[config.mk]
export PLATFORM = sky130hd
export DESIGN_NAME = lsu_bus_if
export DESIGN_NICKNAME = d
export VERILOG_FILES = /design/src/rtl/lsu_bus_if.sv
export SDC_FILE = /design/constraint.sdc
export NUM_CORES = 1
export LEC_CHECK = 0
export ABC_AREA = 1
export CAP_MARGIN = 30
export CORE_ASPECT_RATIO = 0.6
export CORE_MARGIN = 2
export CORE_UTILIZATION = 41
export DETAILED_ROUTE_END_ITERATION = 10
export PLACE_DENSITY = 0.74
export SYNTH_ARGS = -nofsm -noshare
export SYNTH_HDL_FRONTEND = slang
export SYNTH_SLANG_ARGS = --single-unit
[constraint.sdc]
create_clock -name clk -period 10.75 [get_ports clk]
set_input_delay 2.15 -clock clk [delete_from_list [all_inputs] [get_ports clk]]
set_output_delay 2.15 -clock clk [all_outputs]
set_load 0.03 [all_outputs]
[src/rtl/lsu_bus_if.sv]
// Load/store unit driving a req/gnt/rvalid data bus ahead of the MEM stage.
// Optional: define LSU_MISALIGN_TRAP_EN to trap misaligned accesses.
module lsu_bus_if #(
  parameter int ADDR_W = 32,
  parameter int DATA_W = 32
) (
  input  logic              clk,
  input  logic              arst,
  input  logic              lsu_valid_i,
  input  logic              lsu_is_load_i,
  input  logic [2:0]        lsu_funct3_i,
  input  logic [ADDR_W-1:0] lsu_addr_i,
  input  logic [DATA_W-1:0] lsu_wdata_i,
  input  logic              flush_i,
  output logic              stall_o,
  output logic              bus_req_o,
  output logic              bus_we_o,
  output logic [3:0]        bus_be_o,
  output logic [ADDR_W-1:0] bus_addr_o,
  output logic [DATA_W-1:0] bus_wdata_o,
  input  logic              bus_gnt_i,
  input  logic              bus_rvalid_i,
  input  logic [DATA_W-1:0] bus_rdata_i,
  output logic              mem_r_ena_o,
  output logic [DATA_W-1:0] mem_r_data_o,
  output logic [ADDR_W-1:0] mem_r_addr_o,
  output logic              lsu_done_o,
  output logic              misalign_o
);

  typedef enum logic [1:0] {
    S_IDLE, S_REQ, S_WAIT, S_DONE
  } state_e;

  state_e              state_q, state_d;
  logic                is_load_q, is_load_d;
  logic [2:0]          funct3_q, funct3_d;
  logic [ADDR_W-1:0]   addr_q, addr_d;
  logic [DATA_W-1:0]   wdata_q, wdata_d;
  logic                flushed_q, flushed_d;
  logic                mis_q, mis_d;
  logic [DATA_W-1:0]   rdata_q, rdata_d;
  logic [ADDR_W-1:0]   raddr_q, raddr_d;

  logic                bad_f3;
  logic                mis_now;
  logic [ADDR_W-1:0]   addr_al;
  logic [3:0]          be;
  logic [DATA_W-1:0]   wd;

  function automatic logic [31:0] ld_ext(
    input logic [2:0]  f3,
    input logic [1:0]  a,
    input logic [31:0] w
  );
    logic [7:0]  b;
    logic [15:0] h;
    b = w[{a, 3'b000} +: 8];
    h = a[1] ? w[31:16] : w[15:0];
    case (f3)
      3'b000:  ld_ext = {{24{b[7]}}, b};
      3'b100:  ld_ext = {24'h0, b};
      3'b001:  ld_ext = {{16{h[15]}}, h};
      3'b101:  ld_ext = {16'h0, h};
      3'b010:  ld_ext = w;
      default: ld_ext = '0;
    endcase
  endfunction

  // Classify the incoming access: legal funct3, alignment fix-up or trap
  always_comb begin
    if (lsu_is_load_i)
      bad_f3 = (lsu_funct3_i == 3'b011) ||
               (lsu_funct3_i[2:1] == 2'b11);
    else
      bad_f3 = lsu_funct3_i[2] ||
               (lsu_funct3_i == 3'b011);
    addr_al = lsu_addr_i;
`ifdef LSU_MISALIGN_TRAP_EN
    mis_now = ((lsu_funct3_i[1:0] == 2'b01) && lsu_addr_i[0]) ||
              ((lsu_funct3_i[1:0] == 2'b10) && (lsu_addr_i[1:0] != 2'b00));
`else
    mis_now = 1'b0;
    if (lsu_funct3_i[1:0] == 2'b01)
      addr_al[0] = 1'b0;
    if (lsu_funct3_i[1:0] == 2'b10)
      addr_al[1:0] = 2'b00;
`endif
  end

  // Byte enables and lane-steered write data from the captured access
  always_comb begin
    case (funct3_q[1:0])
      2'b00: begin
        be = 4'b0001 << addr_q[1:0];
        wd = {4{wdata_q[7:0]}};
      end
      2'b01: begin
        be = addr_q[1] ? 4'b1100 : 4'b0011;
        wd = {2{wdata_q[15:0]}};
      end
      default: begin
        be = 4'b1111;
        wd = wdata_q;
      end
    endcase
  end

  // Transaction FSM: next state, captures and stall
  always_comb begin
    state_d   = state_q;
    is_load_d = is_load_q;
    funct3_d  = funct3_q;
    addr_d    = addr_q;
    wdata_d   = wdata_q;
    flushed_d = flushed_q;
    mis_d     = mis_q;
    rdata_d   = rdata_q;
    raddr_d   = raddr_q;
    stall_o   = 1'b0;
    case (state_q)
      S_IDLE: begin
        flushed_d = 1'b0;
        mis_d     = 1'b0;
        if (lsu_valid_i && !flush_i) begin
          stall_o   = 1'b1;
          is_load_d = lsu_is_load_i;
          funct3_d  = lsu_funct3_i;
          addr_d    = addr_al;
          wdata_d   = lsu_wdata_i;
          if (bad_f3) begin
            state_d = S_DONE;
          end else if (mis_now) begin
            mis_d   = 1'b1;
            state_d = S_DONE;
          end else begin
            state_d = S_REQ;
          end
        end
      end
      S_REQ: begin
        stall_o = 1'b1;
        if (bus_gnt_i) begin
          if (is_load_q) begin
            flushed_d = flush_i;
            state_d   = S_WAIT;
          end else begin
            state_d = flush_i ? S_IDLE : S_DONE;
          end
        end else if (flush_i) begin
          state_d = S_IDLE;
        end
      end
      S_WAIT: begin
        stall_o = !flushed_q;
        if (flush_i)
          flushed_d = 1'b1;
        if (bus_rvalid_i) begin
          if (flushed_q || flush_i) begin
            state_d = S_IDLE;
          end else begin
            rdata_d = ld_ext(funct3_q, addr_q[1:0], bus_rdata_i);
            raddr_d = addr_q;
            state_d = S_DONE;
          end
        end
      end
      default: begin
        rdata_d = '0;
        raddr_d = '0;
        state_d = S_IDLE;
      end
    endcase
  end

  // State and capture registers
  always_ff @(posedge clk or posedge arst) begin
    if (arst) begin
      state_q   <= S_IDLE;
      is_load_q <= 1'b0;
      funct3_q  <= '0;
      addr_q    <= '0;
      wdata_q   <= '0;
      flushed_q <= 1'b0;
      mis_q     <= 1'b0;
      rdata_q   <= '0;
      raddr_q   <= '0;
    end else begin
      state_q   <= state_d;
      is_load_q <= is_load_d;
      funct3_q  <= funct3_d;
      addr_q    <= addr_d;
      wdata_q   <= wdata_d;
      flushed_q <= flushed_d;
      mis_q     <= mis_d;
      rdata_q   <= rdata_d;
      raddr_q   <= raddr_d;
    end
  end

  assign bus_req_o    = (state_q == S_REQ);
  assign bus_we_o     = bus_req_o && !is_load_q;
  assign bus_be_o     = bus_req_o ? be : 4'b0000;
  assign bus_addr_o   = bus_req_o ? {addr_q[ADDR_W-1:2], 2'b00} : '0;
  assign bus_wdata_o  = bus_we_o ? wd : '0;
  assign lsu_done_o   = (state_q == S_DONE);
  assign mem_r_ena_o  = lsu_done_o && is_load_q && !mis_q;
  assign mem_r_data_o = rdata_q;
  assign mem_r_addr_o = raddr_q;
`ifdef LSU_MISALIGN_TRAP_EN
  assign misalign_o   = lsu_done_o && mis_q;
`else
  assign misalign_o   = 1'b0;
`endif

endmodule

======== Word-level counts from Yosys, hierarchy flattened ========
Cells that the tools add are included.
cells by class
  multiplexer cells ....................... 32
  reductions and logical operators ........ 18
  bitwise logic cells ..................... 1
  shifts and indexed selects .............. 2
  equality and inequality tests ........... 19
operators by type and width
  cell                   count
  $mux W32               6
  $pmux W32 S2           3
  $pmux W32 S5           1
  $shiftx A32 B6 Y8      1
  $mux W2                9
  $mux W16               1
  $eq A2 B2 Y1 const B   4
  $mux W4                2
  $ne A2 B2 Y1 const B   4
  $pmux W4 S2            1
  $eq A2 B1 Y1 const B   3
  $eq A3 B2 Y1 const B   2
  $eq A3 B3 Y1 const B   2
  $mux W1                6
  $pmux W1 S3            2
  $pmux W2 S3            1
  $reduce_and A3 Y1      2
  $logic_not A2 Y1       2
  $ne A2 B1 Y1 const B   2
  $reduce_and A4 Y1      1
  $shl A1 B2 Y4 const A  1
  $eq A3 B1 Y1 const B   1
  $logic_and A1 B1 Y1    3
  $logic_not A1 Y1       3
  other kinds (7)        9
word-level totals
  bits in registers ....................... 135
  logic and storage cells ................. 80
  output and inout bits ................... 138

======== Longest topological paths before layout ========
Gate-level depths: netlist of run 1.
  word-level depth ........................ 6
  mapped depth ............................ 11

======== Worst setup path after synthesis of run 1 ========
Ideal clock, no wire load.
  path type ............................... input-to-output
  from .................................... in flush_i
  to ...................................... out stall_o
  data arrival time ....................... 3.175 ns
  stages on the path ...................... 4
  path buffers ............................ 1
  path slack .............................. 5.425 ns
  required time ........................... 8.600 ns
  cell sequence ........................... clkinv_1 nand3_1 clkbuf_1 a21oi_1
between the ends
  longest elaborated chain between the ends .. 4
RTL lines
  element              RTL line  text
  from (decl)          14        input logic flush_i,
  $logic_not A1 Y1     125       if (lsu_valid_i && !flush_i) begin
  $logic_and A1 B1 Y1  125
  $mux W1              125
  $pmux W1 S3          121       case (state_q)
  to (decl)            15        output logic stall_o,
No other way between the ends.

======== Worst setup path in the final report of run 1 ========
Ends and elaborated chain as after synthesis.

==> results of run 1 <==
per-stage QoR:
step	hold slack [ns]	setup slack (ns)	cell area, um^2	util [%]
floorplan	0.4436	4.989	6905	-
global placement	0.4602	4.961	9403	57.51
detailed placement	0.4621	4.942	9403	57.51
CTS	0.4790	4.915	10030	61.32
global route	0.4989	4.797	10030	61.32
finish	0.4757	4.918	10030	61.32
synthesized netlist by cell type:
cell	count	area share, %
inv_1	85	4.6
o211ai_1	6	0.65
buf_1	9	0.49
conb_1	1	0.054
inv_2	4	0.22
buf_2	22	1.6
dfrtp_1	135	49
clkbuf_1	15	0.82
nand3_1	53	3.8
nand4_1	1	0.091
nand2_1	501	27
buf_4	7	0.76
nor2_1	80	4.4
nand3_2	1	0.15
nor3_1	2	0.15
nor2_2	1	0.091
a211oi_1	3	0.33
a21oi_1	16	1.2
nor2_4	4	0.65
o21ai_0	37	2.7
ha_1	4	0.73
clkinv_1	1	0.054
o22ai_1	2	0.18
nand2_2	1	0.091
logic make-up (layout without fill, tap and decap cells):
kind of cell / count (synthesis) / in the layout / synth area share (%)
AOI/OAI and AO/OA: 64 / 64 / 5.006
DFF: 135 / 135 / 48.98
other: 1 / 3 / 0.05436
and+or+nand+nor: 644 / 644 / 36.68
adders and majority gates: 4 / 4 / 0.7256
buffers and inverters: 143 / 369 / 8.561
layout make-up:
class	count	area, um^2
fill	1459	6325
sequential	135	3378
multi-input combinational	715	2942
timing repair buffer	247	2455
clock buffer	18	439.2
inverter	90	342.8
tap	228	285.3
clock inverter	14	183.9
final timing paths:
kind	start	endpoint	slack [ns]	cells past startpoint
max in group asynchronous	arst	addr_q[23]	7.31	3
min in group asynchronous	arst	mem_r_addr_o[24]	2.23	2
min	mem_r_data_o[13]	mem_r_data_o[13]	0.48	2
max reg2reg	state_q[1]	mem_r_data_o[0]	7.55	10
max	flush_i	stall_o	4.92	5
min reg2reg	mem_r_data_o[13]	mem_r_data_o[13]	0.48	2
sequential cells by signal, indices dropped and copies added (netlist names):
name,count
mem_r_addr_o,32
state_q,2
is_load_q,1
addr_q,32
mem_r_data_o,32
wdata_q,32
flushed_q,1
funct3_q,3
where the power goes:
group	leakage, nW	switching [mW]	internal (mW)	total [mW]
combinational	3.25	1.08	0.581	1.66
clock	0.292	0.245	0.377	0.622
sequential	1.77	0.167	0.728	0.895
total	5.30	1.50	1.69	3.18
metal layers:
metal  share of wire (%)  wire length (um)  up-vias
li1                    -                 -     3436
met1                  47             10550     3212
met2                  42              9476      272
met3                 9.7              2194       26
met4                 1.2               280        2
met5               0.058                13        -
tightest hold or removal path, cell delays in order, from the launching register on:
cell,delay (ns)
dfrtp_1,0.34
nand2_1,0.05
nand2_1,0.06
==> results.toml, run 1 <==
[route]
num_vias = 6948
drt_iter0_markers = 651
wirelength_um = 22520
vias_per_cell = 4.802
ant_nets = 0
drc = 0
wl_per_cell_um = 15.56
firstDrtPassIters = 5

[global_routing]
grt_max_degree = 87
grtUsageMet3_pct = 7.839
antenna_found_initial = 1
grt_pass1_vias = 6673
grt_use_met1_pct = 37.10
met2_usage_pct = 37.18
track_usage_pct = 25.69
grt_first_pass_wirelength_um = 35930
grt_most_used_layer = "met2"
grt.overflow.total = 0

[setup_path]
cpLargestDelayFamily = "buffers and inverters"
crit_chain = "clkdlybuf4s50_1, clkinv_1, nand3_2, a21oi_1, clkdlybuf4s50_1"
critical_path_class = "in -> out"
path_common_cell = "clkdlybuf4s50_1"
cp.arrival_ns = 3.68
slowest_stage = "clkdlybuf4s50_1"
crit_fanout = 8
cp-end-kind = "primary output"
critPathLaunchType = "input pin"
cp_num_buf_inv = 3
cpPeakStageDelay_ns = 0.60
critPathRequiredTime_ns = 8.60

[place]
port_buffers = 240
place.gp.congestion = 0.9134
placed_cells = 1415
dpl.hpwl_um = 15540

[clocking]
htree_levels = 4
cts_buffers = 17
cts_resized = 0
post_cts_buffers = 0
cts_tree = "done"
cts_buffer_depth = 2
clk_pin_slew_ns = 0.06
cts.sinks = 135
hold_buffers = 0
clk_root_buffer_cell = "clkbuf_16"
insertion_delay_ns = 0.42

[timing]
worstMarginPinSlew_ns = 0.9129
fmax_mhz = 171.5
slew_headroom_pct = 38.91
min_period_ns = 5.832
finalSetupViolations = 0
finalClockSkew_ns = 0.01394
final.period_utilization_pct = 54.25
finalSetupTns_ns = 0
rsz0062_at_grt = "no"
hold_viol = 0
slew_viol_final = 0

[logic_synthesis]
ys_seq_area_share_pct = 48.98
synth_area_um2 = 6898
yosys_warnings = 0
synthCells = 991
ys_types = 24
syn_avg_cell_area_um2 = 6.961
yosys_register_bits = 135

[pwr]
p_per_area_nw_per_um2 = 317.3
max-vdd-ir-drop_uv = 213.3
p_leak_nw = 5.305
fin_total_pwr_mw = 3.181

[floorplanning]
die_h_um = 104.5
fp-row-count = 36
core_um2 = 16350
initial_core_util_pct = 42.19
num_io_pins = 244
fp.dieArea_um2 = 17910
die_w_um = 171.5

[finish]
syn_to_final_growth_pct = 45.35
instances_no_fill = 1447
num_antenna_cells = 0
nets = 1316
mostFrequentLayoutCells = "501 x nand2_1, 240 x clkdlybuf4s50_1, 135 x dfrtp_1, 83 x inv_1, 80 x nor2_1"
layout-drive-gt1-share_pct = 4.348
layout_commonest_cell = "nand2_1"

[status]
outcome = "completed"

[min_path]
hold_class = "reg -> reg"

[job]
maxCapViolations = 0
(Power assumes the default switching activity.)
==> run 2, diff against run 1 <==
PLACE_DENSITY = 0.77   (was 0.74)
clock period = 4.9 ns   (was 10.75 ns; I/O delays follow)
==> run 2 against run 1 <==
  * Clock power up 120%
  * Critical path type is now reg -> out
  * Routed wire length down 0.36%
  * Critical endpoint is now bus_be_o[3]
  * Sequential cell count unchanged
  * Total power up 120%
  * Clock skew down 0.0041 ns
  * Die area unchanged
  * Highest routed layer is now met4
  * Largest power group unchanged
==> results.toml, run 2 (synthesized netlist as in run 1, its figures left out) <==
[floorplanning]
die_w_um = 171.5
core_um2 = 16350
num_io_pins = 244
initial_core_util_pct = 42.19
fp-row-count = 36
die_h_um = 104.5
fp.dieArea_um2 = 17910

[global_routing]
grt.overflow.total = 0
grt_pass1_vias = 6782
track_usage_pct = 25.72
grt_first_pass_wirelength_um = 35970
grt_max_degree = 92
antenna_found_initial = 2

[clocking]
cts_buffers = 17
cts.sinks = 135
insertion_delay_ns = 0.42
hold_buffers = 0
cts_resized = 0
clk_pin_slew_ns = 0.06
htree_levels = 4
post_cts_buffers = 0
cts_tree = "done"
clk_root_buffer_cell = "clkbuf_16"
cts_buffer_depth = 2

[route]
ant_nets = 0
drc = 0
drt_iter0_markers = 651
wirelength_um = 22440
vias_per_cell = 4.883
firstDrtPassIters = 5
wl_per_cell_um = 15.45
num_vias = 7090

[timing]
worstMarginPinSlew_ns = 1.026
timing.final.ws_setup_ns = 1.047
slew_headroom_pct = 31.51
slew_viol_final = 0
rsz0062_at_grt = "no"
final.period_utilization_pct = 78.64
finalSetupTns_ns = 0
finalClockSkew_ns = 0.009892
finalSetupViolations = 0
min_period_ns = 3.853
fmax_mhz = 259.5
hold_viol = 0

[place]
place.gp.congestion = 0.8883
port_buffers = 240
placed_cells = 1418
dpl.hpwl_um = 15480
dp_worst_setup_slack_ns = 1.393

[setup_path]
critical_path_class = "reg -> out"
ff2ff_path_depth = 10
critPathLaunchType = "flip-flop"
cp-end-kind = "primary output"
cpPeakStageDelay_ns = 0.83
crit_chain = "inv_1, nand3_1, nand2_1, a21oi_1, clkdlybuf4s50_1"
cp_num_buf_inv = 2
slowest_stage = "dfrtp_1"
critPathRequiredTime_ns = 3.92
worst-r2r-setup-slack_ns = 2.36
cpLargestDelayFamily = "buffers and inverters"
worstSetupPathDepth = 5
crit_fanout = 27
cp.arrival_ns = 2.87

[finish]
nets = 1319
syn_to_final_growth_pct = 45.76
layout_commonest_cell = "nand2_1"
instances_no_fill = 1452
mostFrequentLayoutCells = "501 x nand2_1, 238 x clkdlybuf4s50_1, 135 x dfrtp_1, 83 x inv_1, 80 x nor2_1"
layout-drive-gt1-share_pct = 4.664

[pwr]
p_seq_share_pct = 28.3
p_int_mw = 3.715
p_sw_share_pct = 46.88
p_comb_share_pct = 52.3
fin_total_pwr_mw = 6.993
p_per_area_nw_per_um2 = 695.5
p_sw_mw = 3.279
max-vdd-ir-drop_uv = 394.2
p_leak_nw = 5.335
clkPwrFrac_pct = 19.3

[status]
outcome = "completed"

[job]
maxCapViolations = 0

[min_path]
hold_class = "reg -> reg"
holdPathStages = 2
## run 2: layer usage
layer / vias up / part of all wire, % / GRT usage, %
li1: 3435 / - / -
met2: 303 / 43 / 38.55
met4: 0 / 1.2 / 6.416
met5: - / 0 / 0
met1: 3326 / 45 / 35.11
met3: 26 / 11 / 9.551
## run 2: layout make-up
| type | count | area [um^2] |
|---|---|---|
| fill | 1454 | 6296 |
| sequential | 135 | 3378 |
| multi-input combinational | 715 | 2942 |
| timing repair buffer | 250 | 2485 |
| clock buffer | 18 | 429.2 |
| inverter | 90 | 342.8 |
| tap | 228 | 285.3 |
| clock inverter | 14 | 187.7 |
| antenna | 2 | 5.005 |
## run 2: tightest hold or removal path: stages, from the launching register on
cell and delay (ns):
dfrtp_1 0.34, nand2_1 0.06, nand2_1 0.05
## run 2: power by group through the flow
stage	sequential (mW)	clock [mW]	combinational (mW)
2_1_floorplan	2.28	0	1.93
3_3_place_gp	1.97	0	3.57
3_5_place_dp	1.97	0	3.65
4_1_cts	1.97	1.37	3.67
5_1_grt	2.04	1.42	4.00
6_report	1.98	1.35	3.66
## run 2: metrics by stage
step | util (%) | hold slack [ns] | cell area [um^2]
6_report | 61.49 | 0.4813 | 10050
5_1_grt | 61.46 | 0.4968 | 10050
4_1_cts | 61.46 | 0.4814 | 10050
3_5_place_dp | 57.69 | 0.4633 | 9433
3_3_place_gp | 57.57 | 0.4649 | 9413
2_1_floorplan | - | 0.4436 | 6905
## run 2: path summary, 6_finish.rpt
| check | startpoint | end |
|---|---|---|
| setup reg to reg | state_q[0] | mem_r_data_o[22] |
| max in group asynchronous | arst | mem_r_addr_o[7] |
| hold / removal | mem_r_data_o[30] | mem_r_data_o[30] |
| min in group asynchronous | arst | mem_r_addr_o[23] |
| hold reg to reg | mem_r_data_o[30] | mem_r_data_o[30] |
| setup / recovery | addr_q[1] | bus_be_o[3] |
